File: config.mk
export PLATFORM = sky130hd
export DESIGN_NAME = dmem_sram_ctrl
export DESIGN_NICKNAME = d
export VERILOG_FILES = /design/src/rtl/dmem_sram_ctrl.sv
export SDC_FILE = /design/constraint.sdc
export NUM_CORES = 1
export LEC_CHECK = 0
export CAP_MARGIN = 20
export CORE_AREA = 2 2 80 82
export DETAILED_ROUTE_END_ITERATION = 6
export DIE_AREA = 0 0 82 84
export PLACE_DENSITY = 0.88
export SYNTH_ARGS = -nofsm -noshare
export SYNTH_HDL_FRONTEND = slang
export SYNTH_SLANG_ARGS = --single-unit
File: constraint.sdc
create_clock -name clk -period 2.35 [get_ports clk]
set_input_delay 0.235 -clock clk [delete_from_list [all_inputs] [get_ports clk]]
set_output_delay 0.235 -clock clk [all_outputs]
set_load 0.02 [all_outputs]
File: src/rtl/dmem_sram_ctrl.sv
// Data-memory controller between the MEM stage and a 16-bit asynchronous SRAM.
// Each access runs as setup, a timed strobe, then a one-cycle recovery; the pipeline is stalled until recovery.
//
// state  | meaning
// IDLE   | waiting for a load/store request; latches address, data and op on acceptance
// SETUP  | address (and store data) presented with CE_n low, strobes inactive
// ACCESS | OE_n (load) or WE_n (store) low while the wait counter runs down to zero
// DONE   | strobes released, address/store data held for hold time; never re-accepts
module dmem_sram_ctrl #(
  parameter int DATA_W  = 16,
  parameter int ADDR_W  = 16,
  parameter int RD_WAIT = 2,
  parameter int WR_WAIT = 2
) (
  input  logic              clk,
  input  logic              rst,
  input  logic [1:0]        wr_mem_i,
  input  logic [ADDR_W-1:0] mem_addr_i,
  input  logic [DATA_W-1:0] mem_data_i,
  output logic [DATA_W-1:0] mem_data_o,
  output logic              stallreq_o,
  output logic [ADDR_W-1:0] sram_addr_o,
  output logic [DATA_W-1:0] sram_data_o,
  output logic              sram_data_oe_o,
  input  logic [DATA_W-1:0] sram_data_i,
  output logic              sram_ce_n_o,
  output logic              sram_oe_n_o,
  output logic              sram_we_n_o
);

  typedef enum logic [1:0] {IDLE, SETUP, ACCESS, DONE} state_t;

  localparam logic [3:0] RD_CNT = 4'(RD_WAIT - 1);
  localparam logic [3:0] WR_CNT = 4'(WR_WAIT - 1);

  state_t            state_q, state_d;
  logic [3:0]        cnt_q, cnt_d;
  logic              op_st_q, op_st_d;
  logic [ADDR_W-1:0] addr_q, addr_d;
  logic [DATA_W-1:0] wdata_q, wdata_d;
  logic [DATA_W-1:0] rdata_q, rdata_d;
  logic              ce_n_q, ce_n_d;
  logic              oe_n_q, oe_n_d;
  logic              we_n_q, we_n_d;
  logic              doe_q, doe_d;
  logic              req;

  // codes 00 (load) and 01 (store) are the only requests; 1x is idle
  assign req = ~wr_mem_i[1];

  always_ff @(posedge clk or posedge rst) begin
    if (rst) begin
      state_q <= IDLE;
      cnt_q   <= '0;
      op_st_q <= 1'b0;
      addr_q  <= '0;
      wdata_q <= '0;
      rdata_q <= '0;
      ce_n_q  <= 1'b1;
      oe_n_q  <= 1'b1;
      we_n_q  <= 1'b1;
      doe_q   <= 1'b0;
    end else begin
      state_q <= state_d;
      cnt_q   <= cnt_d;
      op_st_q <= op_st_d;
      addr_q  <= addr_d;
      wdata_q <= wdata_d;
      rdata_q <= rdata_d;
      ce_n_q  <= ce_n_d;
      oe_n_q  <= oe_n_d;
      we_n_q  <= we_n_d;
      doe_q   <= doe_d;
    end
  end

  always_comb begin
    state_d = state_q;
    cnt_d   = cnt_q;
    op_st_d = op_st_q;
    addr_d  = addr_q;
    wdata_d = wdata_q;
    rdata_d = rdata_q;
    case (state_q)
      IDLE: begin
        if (req) begin
          state_d = SETUP;
          op_st_d = wr_mem_i[0];
          addr_d  = mem_addr_i;
          wdata_d = mem_data_i;
        end
      end
      SETUP: begin
        state_d = ACCESS;
        cnt_d   = op_st_q ? WR_CNT : RD_CNT;
      end
      ACCESS: begin
        if (cnt_q == 4'd0) begin
          state_d = DONE;
          if (!op_st_q) rdata_d = sram_data_i;
        end else begin
          cnt_d = cnt_q - 4'd1;
        end
      end
      DONE:    state_d = IDLE;
      default: state_d = IDLE;
    endcase

    // SRAM pins are decoded from the next state so they change cleanly off a flop
    ce_n_d = 1'b1;
    oe_n_d = 1'b1;
    we_n_d = 1'b1;
    doe_d  = 1'b0;
    case (state_d)
      SETUP: begin
        ce_n_d = 1'b0;
        doe_d  = op_st_d;
      end
      ACCESS: begin
        ce_n_d = 1'b0;
        oe_n_d = op_st_d;
        we_n_d = ~op_st_d;
        doe_d  = op_st_d;
      end
      DONE:    doe_d = op_st_d;
      default: doe_d = 1'b0;
    endcase
  end

  assign stallreq_o     = ((state_q == IDLE) && req) || (state_q == SETUP) || (state_q == ACCESS);
  assign mem_data_o     = rdata_q;
  assign sram_addr_o    = addr_q;
  assign sram_data_o    = wdata_q;
  assign sram_data_oe_o = doe_q;
  assign sram_ce_n_o    = ce_n_q;
  assign sram_oe_n_o    = oe_n_q;
  assign sram_we_n_o    = we_n_q;

endmodule

==> results.toml, run 1 <==
[pwr]
switching_share = 0.3397
seqPwrFrac = 0.319
powerDensity_nw_per_um2 = 1488
irDropWorstVdd_mv = 0.8632
intPower_uw = 3736
pwr-share-clk = 0.202
leakagePower_uw = 0.001608
finalPower_uw = 5658
p_switching_uw = 1922
pwr-share-comb = 0.479

[clocking]
cts_hold_buf = 0
post_cts_buffers = 0
htreeDepth = 3
clkTransAtPathRegs_ns = 0.07
cts_resized = 0
cts_sinks = 59
cts_buffers = 9
clockRootBuffer = "clkbuf_8"
clock_path_buffers = 2
worstSkewPairLatency_ns = 0.33
cts_tree = "done"

[routing]
dr.first_iter.drc_count = 21
viasPerCell = 4.688
postRouteAntennaNets = 0
wl_per_cell_um = 15.22
wl_um = 5371
dr.pass1.iters = 4
drc = 0
vias = 1655

[timing]
period_minus_slack_ns = 2.203
tightestPinTransition_ns = 0.5824
final-hold-violation-count = 0
whs_ns = 0.2852
tns_ns = 0
fmax_ghz = 0.4539
fin_crit_sh = 0.9375
slew_viol_final = 0
grt_setup_unrepaired = "no"
slew_headroom = 0.6112
setup_violations = 0
clock_skew_ns = 0.01114

[worst_setup_path]
setup.worst_path.start = "state_q[0]"
critical_path_arrival_ns = 1.97
r2r-start = "cnt_q[0]"
critical_path.startpoint_type = "flop"
crit_required_ns = 2.12
cp_max_fo = 9
endpoint_kind = "output port"
path_class = "reg -> out"
reg2reg_slack_ns = 0.45

[global_route]
antenna_found_initial = 0
busiest_layer = "met2"
grt_pass1_wl_um = 8404
grtUsageMet2 = 0.2609
grtUsageTotal = 0.1629
grt_pass1_vias = 1757
grt_max_degree = 35
use_met1 = 0.1966
gr-usage-met3 = 0.04870
grt-ovfl-total = 0

[place]
port_buffers = 104
dpl.hpwl_um = 3941
gp_congestion = 0.8614

[die]
initial_core_util = 0.3988
rows = 29
die_h_um = 84
die_w_um = 82
ios = 105
core_um2 = 6096
dieArea_um2 = 6888

[synthesis]
syn_nets = 220
synth_cells = 160
synth.ff_latch_count = 59
syn_area_um2 = 2431
yosysSeqAreaShare = 0.6089
ys_warn_count = 0
synth_cell_types = 27
syn_area_per_cell_um2 = 15.19

[layout]
diodes = 0
drive_gt1_frac = 0.2717
areaGrowthSynthToFinish_pct = 56.41
fillers = 464
nets = 331

[job]
cap_viol_max_count = 0

[run_status]
status = "completed"

[hold_path]
hp-class = "in -> async"
[per-stage QoR]
step	setup slack (ns)	cells	util	cell area, um^2
finish	0.1468	353	0.6238	3802
global route	0.06396	353	0.6238	3802
CTS	0.04493	353	0.6234	3800
detailed placement	0.4294	337	0.5825	3551
global placement	0.4991	337	0.5825	3551
floorplan	0.6219	160	-	2431
[power groups by stage]
stage / clock network (uW) / registers [uW] / logic [uW]
global route: 1220 / 1870 / 2910
CTS: 1170 / 1810 / 2740
finish: 1140 / 1810 / 2710
floorplan: 0 / 2360 / 951
global placement: 0 / 1790 / 2660
detailed placement: 0 / 1830 / 2740
[Yosys cell counts, drive strengths merged]
| master | n | area [um^2] |
|---|---|---|
| o21ai | 3 | 15.01 |
| dfstp | 3 | 78.83 |
| o31a | 1 | 8.760 |
| nand4b | 1 | 8.760 |
| nand2 | 5 | 18.77 |
| nand3 | 2 | 10.01 |
| mux2 | 49 | 589.3 |
| clkbuf | 1 | 3.750 |
| o211ai | 1 | 7.510 |
| ha | 8 | 100.1 |
| nor2b | 2 | 12.51 |
| dfrtp | 56 | 1401 |
| o31ai | 1 | 7.510 |
| a31oi | 1 | 6.260 |
| buf | 6 | 51.30 |
| inv | 8 | 30.03 |
| o22ai | 1 | 6.260 |
| a21oi | 1 | 5.000 |
| nor2 | 4 | 15.01 |
| mux2i | 1 | 10.01 |
| nor3b | 1 | 18.77 |
| nand2b | 2 | 12.51 |
| and3b | 1 | 8.760 |
| nor3 | 1 | 5.000 |
[path summary, 6_finish.rpt]
kind | to | cells past startpoint
min | mem_data_o[14] | 2
min reg2reg | sram_data_o[10] | 1
max | stallreq_o | 5
max in group asynchronous | sram_addr_o[4] | 3
min in group clk | sram_data_o[10] | 1
max reg2reg | mem_data_o[12] | 6
[routing by layer]
| metal | routed length [um] | up-vias |
|---|---|---|
| li1 | - | 774 |
| met1 | 2206 | 813 |
| met2 | 2733 | 59 |
| met3 | 341 | 9 |
| met4 | 89 | 0 |
| met5 | 0 | - |
[cell families (layout without fill, tap and decap cells)]
group           count (synthesis)  after routing  synth area share
fa+ha+maj                       8              8           0.04118
compound gates                  9              9           0.02316
mux                            50             50            0.2465
buf+inv                        15            131           0.03500
simple gates                   19             19           0.04529
flops                          59             59            0.6089
[cells in the final DEF (no fill, tap or decap)]
| cell type | count |
|---|---|
| a21oi_1 | 1 |
| a31oi_1 | 1 |
| and3b_1 | 1 |
| buf_12 | 1 |
| buf_4 | 2 |
| bufinv_16 | 3 |
| clkbuf_8 | 10 |
| clkdlybuf4s50_1 | 104 |
| clkinv_2 | 1 |
| clkinvlp_4 | 1 |
| dfrtp_1 | 56 |
| dfstp_2 | 3 |
| ha_1 | 7 |
| ha_2 | 1 |
| inv_1 | 7 |
| inv_2 | 1 |
| inv_6 | 1 |
| mux2_2 | 39 |
| mux2_4 | 10 |
| mux2i_1 | 1 |
| nand2_1 | 5 |
| nand2b_1 | 2 |
| nand3_1 | 2 |
| nand4b_1 | 1 |
| nor2_1 | 4 |
| nor2b_1 | 1 |
| nor2b_2 | 1 |
| nor3_1 | 1 |
| nor3b_4 | 1 |
| o211ai_1 | 1 |
| o21ai_0 | 3 |
| o22ai_1 | 1 |
| o31a_1 | 1 |
| o31ai_1 | 1 |
[critical path, cell delays in order (launching register included)]
cell,delay [ns]
dfrtp_1,0.41
inv_1,0.11
ha_2,0.25
nor2_1,0.24
nand2b_1,0.10
clkdlybuf4s50_1,0.54
[state kept, by name (all words and copies together), names as in the netlist, 2 cells and up]
register     flops
cnt_q            4
mem_data_o      16
sram_addr_o     16
sram_data_o     16
state_q          2
[final cells by class]
type / count / area (um^2) / area share
clock buffer: 10 / 137.6 / 0.03620
clock inverter: 6 / 111.4 / 0.02929
inverter: 8 / 30.03 / 0.007897
multi-input combinational: 86 / 870.8 / 0.2290
tap: 77 / 96.34 / 0.02534
timing repair buffer: 107 / 1076 / 0.2830
sequential: 59 / 1480 / 0.3893
Power figures use the tool's default switching activity.
==> inputs of run 2 (changes only) <==
--- a/config.mk
+++ b/config.mk
@@ -9,7 +9,8 @@
 export CORE_AREA = 2 2 80 82
 export DETAILED_ROUTE_END_ITERATION = 6
 export DIE_AREA = 0 0 82 84
-export PLACE_DENSITY = 0.88
+export PLACE_DENSITY_LB_ADDON = 0.05
+export SLEW_MARGIN = 20
 export SYNTH_ARGS = -nofsm -noshare
 export SYNTH_HDL_FRONTEND = slang
 export SYNTH_SLANG_ARGS = --single-unit
==> results.toml, run 2 (same netlist as run 1, synthesis figures left out) <==
[run_status]
status = "completed"

[global_route]
grtUsageTotal = 0.1569
grt_pass1_wl_um = 8052
grt_max_degree = 34
grt_pass1_vias = 1714
grt-ovfl-total = 0
antenna_found_initial = 0

[worst_setup_path]
critical_path.startpoint_type = "flop"
critical_path.slowest_cell = "clkdlybuf4s50_1"
path_class = "reg -> out"
endpoint_kind = "output port"
cp_max_fo = 9
critical_path.max_stage_delay_ns = 0.61
critical_path_arrival_ns = 1.95
crit_required_ns = 2.12
crit_chain = "inv_1 > ha_2 > nor2_1 > nand2b_1 > clkdlybuf4s50_1"

[place]
gp_congestion = 0.6775
place_ws_ns = 0.4417
port_buffers = 104
dpl.hpwl_um = 3609

[routing]
postRouteAntennaNets = 0
wl_um = 5019
dr.first_iter.drc_count = 25
viasPerCell = 4.606
dr.pass1.iters = 4
vias = 1626
wl_per_cell_um = 14.22
drc = 0

[job]
cap_viol_max_count = 0

[timing]
fmax_ghz = 0.4573
final-hold-violation-count = 0
setup_violations = 0
tns_ns = 0
grt_setup_unrepaired = "no"
slew_viol_final = 0
tightestPinTransition_ns = 0.4240
fin_ws_ns = 0.1631
period_minus_slack_ns = 2.187
slew_headroom = 0.7174
whs_ns = 0.1751
fin_crit_sh = 0.9306
clock_skew_ns = 0.006747

[clocking]
cts_hold_buf = 0
clockRootBuffer = "clkbuf_8"
clock_path_buffers = 2
post_cts_buffers = 0
clkTransAtPathRegs_ns = 0.07
cts_tree = "done"
htreeDepth = 3
cts_buffers = 9
cts_sinks = 59
worstSkewPairLatency_ns = 0.32

[layout]
diodes = 0
postLayoutCoreUtil = 0.6117
final_cell_mix = "clkdlybuf4s50_1 (104), dfrtp_1 (56), mux2_2 (39)"
drive_gt1_frac = 0.2609
layout_commonest_cell = "clkdlybuf4s50_1"
fillers = 514
areaGrowthSynthToFinish_pct = 53.37
nets = 332

[die]
dieArea_um2 = 6888
die_h_um = 84
rows = 29
initial_core_util = 0.3988
ios = 105
die_w_um = 82
core_um2 = 6096

[hold_path]
hp-class = "in -> async"

[pwr]
leakagePower_uw = 0.001580
irDropWorstVdd_mv = 0.6076
powerDensity_nw_per_um2 = 1431
run 2: through the flow:
step	area, um^2	cells	total power, uW
5_1_grt	3729	353	5720
2_1_floorplan	2431	160	3315
3_5_place_dp	3551	338	4532
3_3_place_gp	3551	338	4501
6_report	3729	353	5335
4_1_cts	3726	353	5408
run 2: routing by layer:
layer	vias up	wire, um	global-route usage
met5	-	0	0
met4	0	44	0.07727
met3	6	470	0.05411
met2	65	2256	0.2343
met1	782	2247	0.2007
li1	773	-	-
run 2: critical path: cells and delay by family, from the launching register on:
family / cells / cell delay [ns]
AND/OR/NAND/NOR: 2 / 0.19
buffers and inverters: 2 / 0.75
adder cells (fa/ha/maj): 1 / 0.28
flip-flops: 1 / 0.41
run 2: final timing paths:
path                                        end  slack, ns            start  cells after the start
worst max-delay path                 stallreq_o       0.16       state_q[0]                      5
worst min-delay path            sram_data_o[14]       0.18              rst                      2
worst max register to register   mem_data_o[11]       0.48         cnt_q[0]                      6
worst min register to register  sram_data_o[15]       0.50  sram_data_o[15]                      1
max in group asynchronous           sram_we_n_o       1.54              rst                      3
min in group clk                sram_data_o[15]       0.50  sram_data_o[15]                      1
run 2: final cells by class:
cell class	instances	area, um^2	share of cell area
clock buffers	12	135.1	0.03624
clock inverters	3	40.04	0.01074
inverters	8	30.03	0.008054
multi-input cells	86	875.8	0.2349
flip-flops and latches	59	1480	0.3970
well taps	77	96.34	0.02584
repair buffers	108	1071	0.2872
run 2: timing repair:
| item | in CTS | in global routing |
|---|---|---|
| endpoints found under the hold margin | 0 | 0 |
| gates resized for setup | 0 | 1 |
| endpoints found under the setup margin | 0 | 1 |
run 2: power by group:
group          internal, uW  total, uW  leakage, uW  switching [uW]
combinational          1470       2690     0.000795            1230
clock                   482        846    0.0000902             365
sequential             1540       1790     0.000695             256
total                  3490       5330      0.00158            1850
==> inputs of run 3 (changes only) <==
--- a/config.mk
+++ b/config.mk
@@ -7,6 +7,7 @@
 export LEC_CHECK = 0
 export CAP_MARGIN = 20
 export CORE_AREA = 2 2 80 82
+export CTS_CLUSTER_DIAMETER = 120
 export DETAILED_ROUTE_END_ITERATION = 6
 export DIE_AREA = 0 0 82 84
 export PLACE_DENSITY_LB_ADDON = 0.05
==> results of run 3 <==
Final layout, timing and power as in run 2 (identical DEF).
